[config.mk]
export PLATFORM = sky130hd
export DESIGN_NAME = coproc_cmd_issuer
export DESIGN_NICKNAME = d
export VERILOG_FILES = /design/src/rtl/coproc_pkg.sv /design/src/rtl/flag_sync.sv /design/src/rtl/coproc_cmd_issuer.sv
export SDC_FILE = /design/constraint.sdc
export NUM_CORES = 1
export LEC_CHECK = 0
export BUFFER_PORTS_ARGS = -buffer_cell sky130_fd_sc_hd__buf_2
export CAP_MARGIN = 20
export CORE_MARGIN = 2
export CORE_UTILIZATION = 52
export DETAILED_ROUTE_END_ITERATION = 8
export GPL_TIMING_DRIVEN = 0
export HOLD_SLACK_MARGIN = 0.1
export MAX_ROUTING_LAYER = met4
export PLACE_DENSITY = 0.79
export SLEW_MARGIN = 20
export SYNTH_ARGS = -nofsm -noshare
export SYNTH_HDL_FRONTEND = slang
export SYNTH_SLANG_ARGS = --single-unit
[constraint.sdc]
create_clock -name clk_100 -period 2.2 [get_ports clk_100]
set_clock_uncertainty 0.2 [all_clocks]
set_input_delay 0.55 -clock clk_100 [delete_from_list [all_inputs] [get_ports clk_100]]
set_output_delay 0.55 -clock clk_100 [all_outputs]
set_load 0.005 [all_outputs]
[src/rtl/coproc_pkg.sv]
// Shared definitions for the zoom coprocessor command issuer: opcodes,
// response flag bit positions and the issuer state encoding.
package coproc_pkg;

    localparam logic [2:0] OP_NOP        = 3'd0;
    localparam logic [2:0] OP_LOAD       = 3'd1;
    localparam logic [2:0] OP_STORE      = 3'd2;
    localparam logic [2:0] OP_ZIN_VP     = 3'd3;
    localparam logic [2:0] OP_ZIN_RP     = 3'd4;
    localparam logic [2:0] OP_ZOUT_MP    = 3'd5;
    localparam logic [2:0] OP_ZOUT_VD    = 3'd6;
    localparam logic [2:0] OP_RESET_INST = 3'd7;

    // Bit positions inside rsp_flags = {timeout, zoom_min, zoom_max, error}
    localparam int FLAG_ERROR_BIT    = 0;
    localparam int FLAG_ZOOM_MAX_BIT = 1;
    localparam int FLAG_ZOOM_MIN_BIT = 2;
    localparam int FLAG_TIMEOUT_BIT  = 3;

    typedef enum logic [2:0] {
        ST_IDLE,
        ST_SETUP,
        ST_PULSE,
        ST_SETTLE,
        ST_WAIT_ACK,
        ST_WAIT_DONE,
        ST_RESPOND
    } issuer_state_t;

    // NOP and RESET_INST never drop FLAG_DONE, so they use a fixed settle wait.
    function automatic logic is_fixed_wait(input logic [2:0] op);
        return (op == OP_NOP) || (op == OP_RESET_INST);
    endfunction

endpackage

[src/rtl/flag_sync.sv]
// Single-bit multi-flop synchronizer for the asynchronous coprocessor flags.
// The reset value is a parameter so FLAG_DONE can come out of reset as "idle".
module flag_sync #(
    parameter int   STAGES  = 2,
    parameter logic RST_VAL = 1'b0
) (
    input  logic clk_100,
    input  logic reset,
    input  logic d,
    output logic q
);

    logic [STAGES-1:0] sync_q;

    // Shift the async input through the synchronizer chain
    always_ff @(posedge clk_100) begin
        if (reset) begin
            sync_q <= {STAGES{RST_VAL}};
        end else begin
            sync_q <= {sync_q[STAGES-2:0], d};
        end
    end

    assign q = sync_q[STAGES-1];

endmodule

[src/rtl/coproc_cmd_issuer.sv]
// Host-side initiator for the zoom coprocessor command port. Takes one
// command per handshake, strobes the active-low ENABLE, follows FLAG_DONE
// through its drop and recovery, and returns exactly one response.
module coproc_cmd_issuer
    import coproc_pkg::*;
#(
    parameter int unsigned SETUP_CYCLES  = 2,
    parameter int unsigned PULSE_CYCLES  = 4,
    parameter int unsigned SETTLE_CYCLES = 8,
    parameter int unsigned ACK_TIMEOUT   = 64,
    parameter int unsigned DONE_TIMEOUT  = 2000000,
    parameter int unsigned SYNC_STAGES   = 2
) (
    input  logic        clk_100,
    input  logic        reset,
    input  logic        cmd_valid,
    output logic        cmd_ready,
    input  logic [2:0]  cmd_instr,
    input  logic [7:0]  cmd_data,
    input  logic [16:0] cmd_addr,
    output logic        rsp_valid,
    input  logic        rsp_ready,
    output logic [7:0]  rsp_data,
    output logic [3:0]  rsp_flags,
    output logic [2:0]  INSTRUCTION,
    output logic [7:0]  DATA_IN,
    output logic [16:0] MEM_ADDR,
    output logic        ENABLE,
    input  logic        FLAG_DONE,
    input  logic        FLAG_ERROR,
    input  logic        FLAG_ZOOM_MAX,
    input  logic        FLAG_ZOOM_MIN,
    input  logic [7:0]  DATA_OUT
);

    localparam int CW = $clog2(DONE_TIMEOUT + 1);

    localparam logic [CW-1:0] SETUP_LAST  = CW'(SETUP_CYCLES - 1);
    localparam logic [CW-1:0] PULSE_LAST  = CW'(PULSE_CYCLES - 1);
    localparam logic [CW-1:0] SETTLE_LAST = CW'(SETTLE_CYCLES - 1);
    localparam logic [CW-1:0] ACK_LAST    = CW'(ACK_TIMEOUT - 1);
    localparam logic [CW-1:0] DONE_LAST   = CW'(DONE_TIMEOUT - 1);
    localparam logic [CW-1:0] CNT_MAX     = '1;

    issuer_state_t state, state_next;
    logic [CW-1:0] cnt;
    logic          ack_seen;
    logic          done_s, error_s, zmax_s, zmin_s;
    logic          load_rsp;
    logic [7:0]    rsp_data_d;
    logic [3:0]    rsp_flags_d;

    flag_sync #(.STAGES(SYNC_STAGES), .RST_VAL(1'b1)) u_sync_done (
        .clk_100(clk_100), .reset(reset), .d(FLAG_DONE), .q(done_s)
    );
    flag_sync #(.STAGES(SYNC_STAGES), .RST_VAL(1'b0)) u_sync_error (
        .clk_100(clk_100), .reset(reset), .d(FLAG_ERROR), .q(error_s)
    );
    flag_sync #(.STAGES(SYNC_STAGES), .RST_VAL(1'b0)) u_sync_zmax (
        .clk_100(clk_100), .reset(reset), .d(FLAG_ZOOM_MAX), .q(zmax_s)
    );
    flag_sync #(.STAGES(SYNC_STAGES), .RST_VAL(1'b0)) u_sync_zmin (
        .clk_100(clk_100), .reset(reset), .d(FLAG_ZOOM_MIN), .q(zmin_s)
    );

    assign cmd_ready = (state == ST_IDLE);
    assign rsp_valid = (state == ST_RESPOND);

    // Next-state decode and the response payload latched on entry to RESPOND
    always_comb begin
        state_next  = state;
        load_rsp    = 1'b0;
        rsp_data_d  = '0;
        rsp_flags_d = '0;
        case (state)
            ST_IDLE: begin
                if (cmd_valid) state_next = ST_SETUP;
            end
            ST_SETUP: begin
                if (cnt == SETUP_LAST) state_next = ST_PULSE;
            end
            ST_PULSE: begin
                if (cnt == PULSE_LAST)
                    state_next = is_fixed_wait(INSTRUCTION) ? ST_SETTLE : ST_WAIT_ACK;
            end
            ST_SETTLE: begin
                if (cnt == SETTLE_LAST) begin
                    state_next = ST_RESPOND;
                    load_rsp   = 1'b1;
                end
            end
            ST_WAIT_ACK: begin
                if (!done_s || ack_seen) begin
                    state_next = ST_WAIT_DONE;
                end else if (cnt == ACK_LAST) begin
                    state_next = ST_RESPOND;
                    load_rsp   = 1'b1;
                    rsp_flags_d[FLAG_TIMEOUT_BIT] = 1'b1;
                end
            end
            ST_WAIT_DONE: begin
                if (done_s) begin
                    state_next = ST_RESPOND;
                    load_rsp   = 1'b1;
                    rsp_data_d = (INSTRUCTION == OP_LOAD) ? DATA_OUT : 8'h00;
                    rsp_flags_d[FLAG_ERROR_BIT]    = error_s;
                    rsp_flags_d[FLAG_ZOOM_MAX_BIT] = zmax_s;
                    rsp_flags_d[FLAG_ZOOM_MIN_BIT] = zmin_s;
                end else if (cnt == DONE_LAST) begin
                    state_next = ST_RESPOND;
                    load_rsp   = 1'b1;
                    rsp_flags_d[FLAG_TIMEOUT_BIT] = 1'b1;
                end
            end
            ST_RESPOND: begin
                if (rsp_ready) state_next = ST_IDLE;
            end
            default: state_next = ST_IDLE;
        endcase
    end

    // State register plus the shared saturating counter, cleared on each state entry
    always_ff @(posedge clk_100) begin
        if (reset) begin
            state <= ST_IDLE;
            cnt   <= '0;
        end else begin
            state <= state_next;
            if (state_next != state)
                cnt <= '0;
            else if (cnt != CNT_MAX)
                cnt <= cnt + CW'(1);
        end
    end

    // Remember an ack (FLAG_DONE drop) that arrives while ENABLE is still low
    always_ff @(posedge clk_100) begin
        if (reset)
            ack_seen <= 1'b0;
        else if (state == ST_IDLE)
            ack_seen <= 1'b0;
        else if (state == ST_PULSE && !done_s)
            ack_seen <= 1'b1;
    end

    // Coprocessor operands: captured on accept and frozen until the next accept;
    // ENABLE is registered so it is low exactly while the FSM sits in PULSE
    always_ff @(posedge clk_100) begin
        if (reset) begin
            INSTRUCTION <= '0;
            DATA_IN     <= '0;
            MEM_ADDR    <= '0;
            ENABLE      <= 1'b1;
        end else begin
            if (state == ST_IDLE && cmd_valid) begin
                INSTRUCTION <= cmd_instr;
                DATA_IN     <= cmd_data;
                MEM_ADDR    <= cmd_addr;
            end
            ENABLE <= (state_next != ST_PULSE);
        end
    end

    // Response fields, held stable through RESPOND until the next response
    always_ff @(posedge clk_100) begin
        if (reset) begin
            rsp_data  <= '0;
            rsp_flags <= '0;
        end else if (load_rsp) begin
            rsp_data  <= rsp_data_d;
            rsp_flags <= rsp_flags_d;
        end
    end

endmodule

After elaboration in Yosys (flattened, before gate mapping)

Index checks and enable logic that the tools add are counted.

Mux-type cells: 24
Reduce and logical (&&, ||, !) cells: 9
Order comparisons: 0
Multipliers: 0
Shift operators: 0
Bitwise operators: 0
Div/mod/pow operators: 0
Equal/unequal tests: 16
Add/subtract/negate cells: 1

Operators by type and width:

| kind                                                                    | number |
|---|---|
| 3-bit two-way mux                                                       | 12 |
| 8-bit two-way mux                                                       | 3 |
| 21-bit by 1-bit adder with 21-bit output (second input constant)        | 1 |
| 21-bit by 1-bit equality test with 1-bit output (second input constant) | 1 |
| 21-bit by 2-bit equality test with 1-bit output (second input constant) | 1 |
| 21-bit equality test (second input constant)                            | 1 |
| 21-bit by 3-bit equality test with 1-bit output (second input constant) | 1 |
| 21-bit by 6-bit equality test with 1-bit output (second input constant) | 1 |
| 21-bit != test (second input constant)                                  | 1 |
| 3-bit case mux with 7 select lines                                      | 1 |
| 3-bit equality test (second input constant)                             | 4 |
| 3-bit by 1-bit equality test with 1-bit output (second input constant)  | 2 |
| 3-bit by 2-bit equality test with 1-bit output (second input constant)  | 2 |
| 3-bit zero test                                                         | 2 |
| 1-bit two-way mux                                                       | 6 |
| 2-bit OR reduction                                                      | 2 |
| 3-bit by 2-bit != test with 1-bit output (second input constant)        | 1 |
| 3-bit != test                                                           | 1 |
| 1-bit case mux with 3 select lines                                      | 1 |
| 1-bit logical AND                                                       | 2 |
| 1-bit logical OR                                                        | 2 |
| 1-bit case mux with 2 select lines                                      | 1 |
| 1-bit zero test                                                         | 1 |

Memory bits (writable): 0
Logic and storage cells: 63
Input bits: 44
Output and inout bits: 43
Bits in latches: 0
Register bits: 74
Memories: 0
ROM bits: 0

Longest topological paths before layout

Depth in word-level cells: 7
Gate-level depth with buffers: 7
Gate-level depth less buffers: 7

Hierarchy

Synthesis repeated with hierarchy kept, for this count alone.

Cells, all modules: 383
Area total of the unflattened synthesis: 3198.1 um^2

Modules (own cells, without submodules):

| module            | cells each | times used | sequential area each (um^2) | area an instance (um^2) |
|---|---|---|---|---|
| coproc_cmd_issuer | 367        | 1          | 1321.3                      | 2987.9 |
| flag_sync         | 4          | 4          | 40.0                        | 52.6 |

Worst setup path after synthesis

Ideal clock, no wire load.

Path type: register to register
Start point: reg cnt[15]
End point: reg ENABLE
Buffers on the path: 1
Setup time: 0.128 ns
Slack: 0.213 ns
Cell stages (with the launch flop): 7
Clock period less this slack: 1.987 ns
Data required time: 1.872 ns
Data arrival time: 1.658 ns
Cell sequence: dfxtp_1 > buf_6 > nor4_4 > nand2_2 > or4_4 > a221oi_2 > nand3_1

Longest elaborated chain between the ends: 5
Elaborated cells on any way between the ends: 14
Those cells by class: eq/ne (6); mux (8)

RTL lines:

| element                                                                                        | RTL line                                          | RTL |
|---|---|---|
| start: declaration                                                                             | coproc_cmd_issuer.sv:46                           | `logic [CW-1:0] cnt;` |
| start signal: assignment                                                                       | coproc_cmd_issuer.sv:132                          | `cnt <= cnt + CW'(1);` |
| 21-bit equality test / 21-bit by 6-bit equality test with 1-bit output (equally long branches) | coproc_cmd_issuer.sv:109, coproc_cmd_issuer.sv:95 |  |
| 3-bit two-way mux (on tied branches)                                                           | coproc_cmd_issuer.sv:109, coproc_cmd_issuer.sv:95 |  |
| 3-bit two-way mux (on tied branches)                                                           | coproc_cmd_issuer.sv:102, coproc_cmd_issuer.sv:93 |  |
| 3-bit case mux with 7 select lines (*)                                                         | coproc_cmd_issuer.sv:75                           | `case (state)` |
| 3-bit by 2-bit != test with 1-bit output (*)                                                   | coproc_cmd_issuer.sv:160                          | `ENABLE <= (state_next != ST_PULSE);` |
| end signal: assignment                                                                         | coproc_cmd_issuer.sv:160                          |  |
| end: declaration                                                                               | coproc_cmd_issuer.sv:28                           | `output logic ENABLE,` |

Every way passes the cells marked *; elsewhere a longest branch is shown, timed or not.
A chain may end at the register's enable or synchronous reset.

Worst setup path in the final report

Ends and elaborated chain as after synthesis.

==> impl_metrics.toml <==
[outcome]
status = "finished, final reports clean"

[grt]
grtUsageTotal_pct = 22.7
grt.overflow.total = 0
grt_pass1_wl_um = 11500
grt_pass1_vias = 2695
grt_max_degree = 15
antenna_found_initial = 0

[cells_and_area]
seqCellArea_mm2 = 0.00149
final_core_util_pct = 67.7
drive_gt1_share_pct = 31.0
diodes = 0
final_area_mm2 = 0.00401
multi_input_area_mm2 = 0.00162
syn_to_final_growth_pct = 26.4
final_net_count = 510
nFillCells = 489

[cts]
cts_hold_buf = 0
h-tree-depth = 3
clk_latency_ps = 350
clk_pin_slew_ps = 80
numCtsBuffers = 9
cts_tree = "built"
cts.path.max_buffers = 2
cts_root_buffer = "clkbuf_8"
cts.sinks = 74

[routing]
drtPass1Iterations = 4
wire_per_inst_um = 13.6
drt_wl_total_um = 7380
vias_per_cell = 5.32
drt_iter0_markers = 176
num_vias = 2890
antenna_left = 0
drt_drc_violations_left = 0

[logic_synthesis]
synth.most_common_cell = "dfxtp_1"
synth_seq_cells = 74
netlist_area_mm2 = 0.00317
synth.top_cell.area_share_pct = 46.7
synth_top_area_cell = "dfxtp_1"
synth_cell_types = 52
synth_flop_cell = "dfxtp_1"
synth_edf_count = 0
synth.avg_cell_area_um2 = 8.71
syn_nets = 411
synth_cells = 364
synth_common_cells = "dfxtp_1 (74), nand2_1 (67), a21oi_1 (36)"
synth_area_leaders = "dfxtp_1 (47%), nand2_1 (7.9%), a21oi_1 (5.7%), nor2_1 (4.1%), a22o_1 (3.0%)"
ys_seq_area_share_pct = 46.7
yosysWarnings = 0
synth-async-reset-ratio_pct = 0

[power]
total_leakage_power_nw = 1.72
power.density_mw_per_mm2 = 738
ir_drop_mv = 0.446
finalPower_w = 0.00296

[floorplanning]
dieWidth_um = 82.1
core-area_mm2 = 0.00592
initial_core_util_pct = 53.6
die_h_um = 82.1
dieArea_mm2 = 0.00674
io_pins = 87
row_count = 28

[sta]
final.period_utilization_pct = 97.0
fin_crit_ps = 2130
timing.fmax_ghz = 0.469
hold_violations = 0
worst_slack_ps = 66.6
setup_viol = 0
worst_slew_pin_slew_ps = 493
relSlewSlack_pct = 66.3
finalMaxSlewViolations = 0

[placed_design]
place_hpwl_um = 5380
globalplace.congestion = 0.896
portBuffers = 85
placed_area_mm2 = 0.00369
place_ws_ps = -14.1

[setup_path]
reg2reg_depth = 6
r2r-end = "ENABLE"
crit_path_end_kind = "register"
ff2ff_setup_slack_ps = 70
start_kind = "register"
timing.rr.start = "cnt[15]"
required_ps = 2220
critPathKind = "register to register"
crit_arrival_ps = 2150
crit_fanout = 8

[min_path]
min_to = "u_sync_done.sync_q[0]"
min_path_cells = 2
hold_path.class = "input port to register"
min_from = "FLAG_DONE"

[run]
cap_violations = 0
metrics by stage:
stage | TNS (ps) | hold WS (ps) | cells
floorplan | 0 | 189 | 364
global placement | 0 | 201 | 524
detailed placement | -60.6 | 201 | 524
CTS | 0 | 180 | 540
global route | -19.6 | 183 | 543
finish | 0 | 185 | 543
cell type report:
cell class	instances	share of cell area, %
multi-input cells	265	40.4
flip-flops and latches	74	37.1
repair buffers	88	11.2
clock buffers	10	3.43
plain buffers	20	2.68
clock inverters	6	2.37
well taps	75	2.34
inverters	5	0.468
worst max-delay path: stages (launching register included):
cell,delay [ps]
dfxtp_1,310
buf_6,130
nor4_4,300
nand2_2,140
or4_4,570
a221oi_4,250
nand3_1,100
what timing repair did:
item | CTS | global route
gates resized for setup | 1 | 17
endpoints found under the setup margin | 13 | 34
setup buffers | 0 | 3
pin swaps | 0 | 4
placed cells by master (no fill, tap or decap), types with 6 or more instances in the layout:
master / count
nand2_1: 67
nor2_1: 34
nor2b_1: 7
a22o_1: 11
clkbuf_1: 9
nand3_1: 16
dfxtp_1: 71
buf_2: 92
a21oi_1: 36
nor3_1: 9
clkbuf_8: 10
xnor2_1: 11
nand4_1: 6
registers in the layout (all words and copies together) (netlist names), 2 cells and up:
signal               flops
u_sync_error.sync_q      2
MEM_ADDR                17
u_sync_zmin.sync_q       2
rsp_flags                4
cnt                     21
u_sync_zmax.sync_q       2
u_sync_done.sync_q       2
INSTRUCTION              3
rsp_data                 8
DATA_IN                  8
state                    3
how the worst max path moves through the flow:
stage               startpoint          end  slack, ps  depth (start not counted)
floorplan              cnt[15]       ENABLE        210                          6
global placement        cnt[0]  rsp_data[6]         40                          7
detailed placement      cnt[0]  rsp_data[6]        -10                          7
CTS                     cnt[1]  rsp_data[7]        0.9                          7
global route           cnt[18]      cnt[10]        -10                          6
finish                 cnt[15]       ENABLE         70                          6
power breakdown:
| part | switching (W) | internal, W |
|---|---|---|
| Clock | 0.000537 | 0.000684 |
| Combinational | 0.000171 | 0.000140 |
| Sequential | 0.0000306 | 0.00139 |
| Total | 0.000739 | 0.00222 |
cell families (layout without fill, tap and decap cells):
kind of cell | count (synthesis) | in the layout | synth area share (%)
AND/OR/NAND/NOR | 175 | 175 | 29.1
adder cells (fa/ha/maj) | 3 | 3 | 1.18
flip-flops | 74 | 74 | 46.7
XOR/XNOR | 15 | 15 | 4.14
buffers and inverters | 25 | 129 | 3.95
multiplexers | 1 | 1 | 0.316
AO/OA/AOI/OAI | 71 | 71 | 14.6
routing by layer:
metal  vias to the layer above  track usage (%)  part of all wire [%]
met5                         -                -                     0
met4                         0             10.5                   1.2
met3                         8             4.29                   5.9
met2                        78             39.0                    48
met1                      1328             25.6                    45
li1                       1476                -                     -
(Power assumes the default switching activity.)
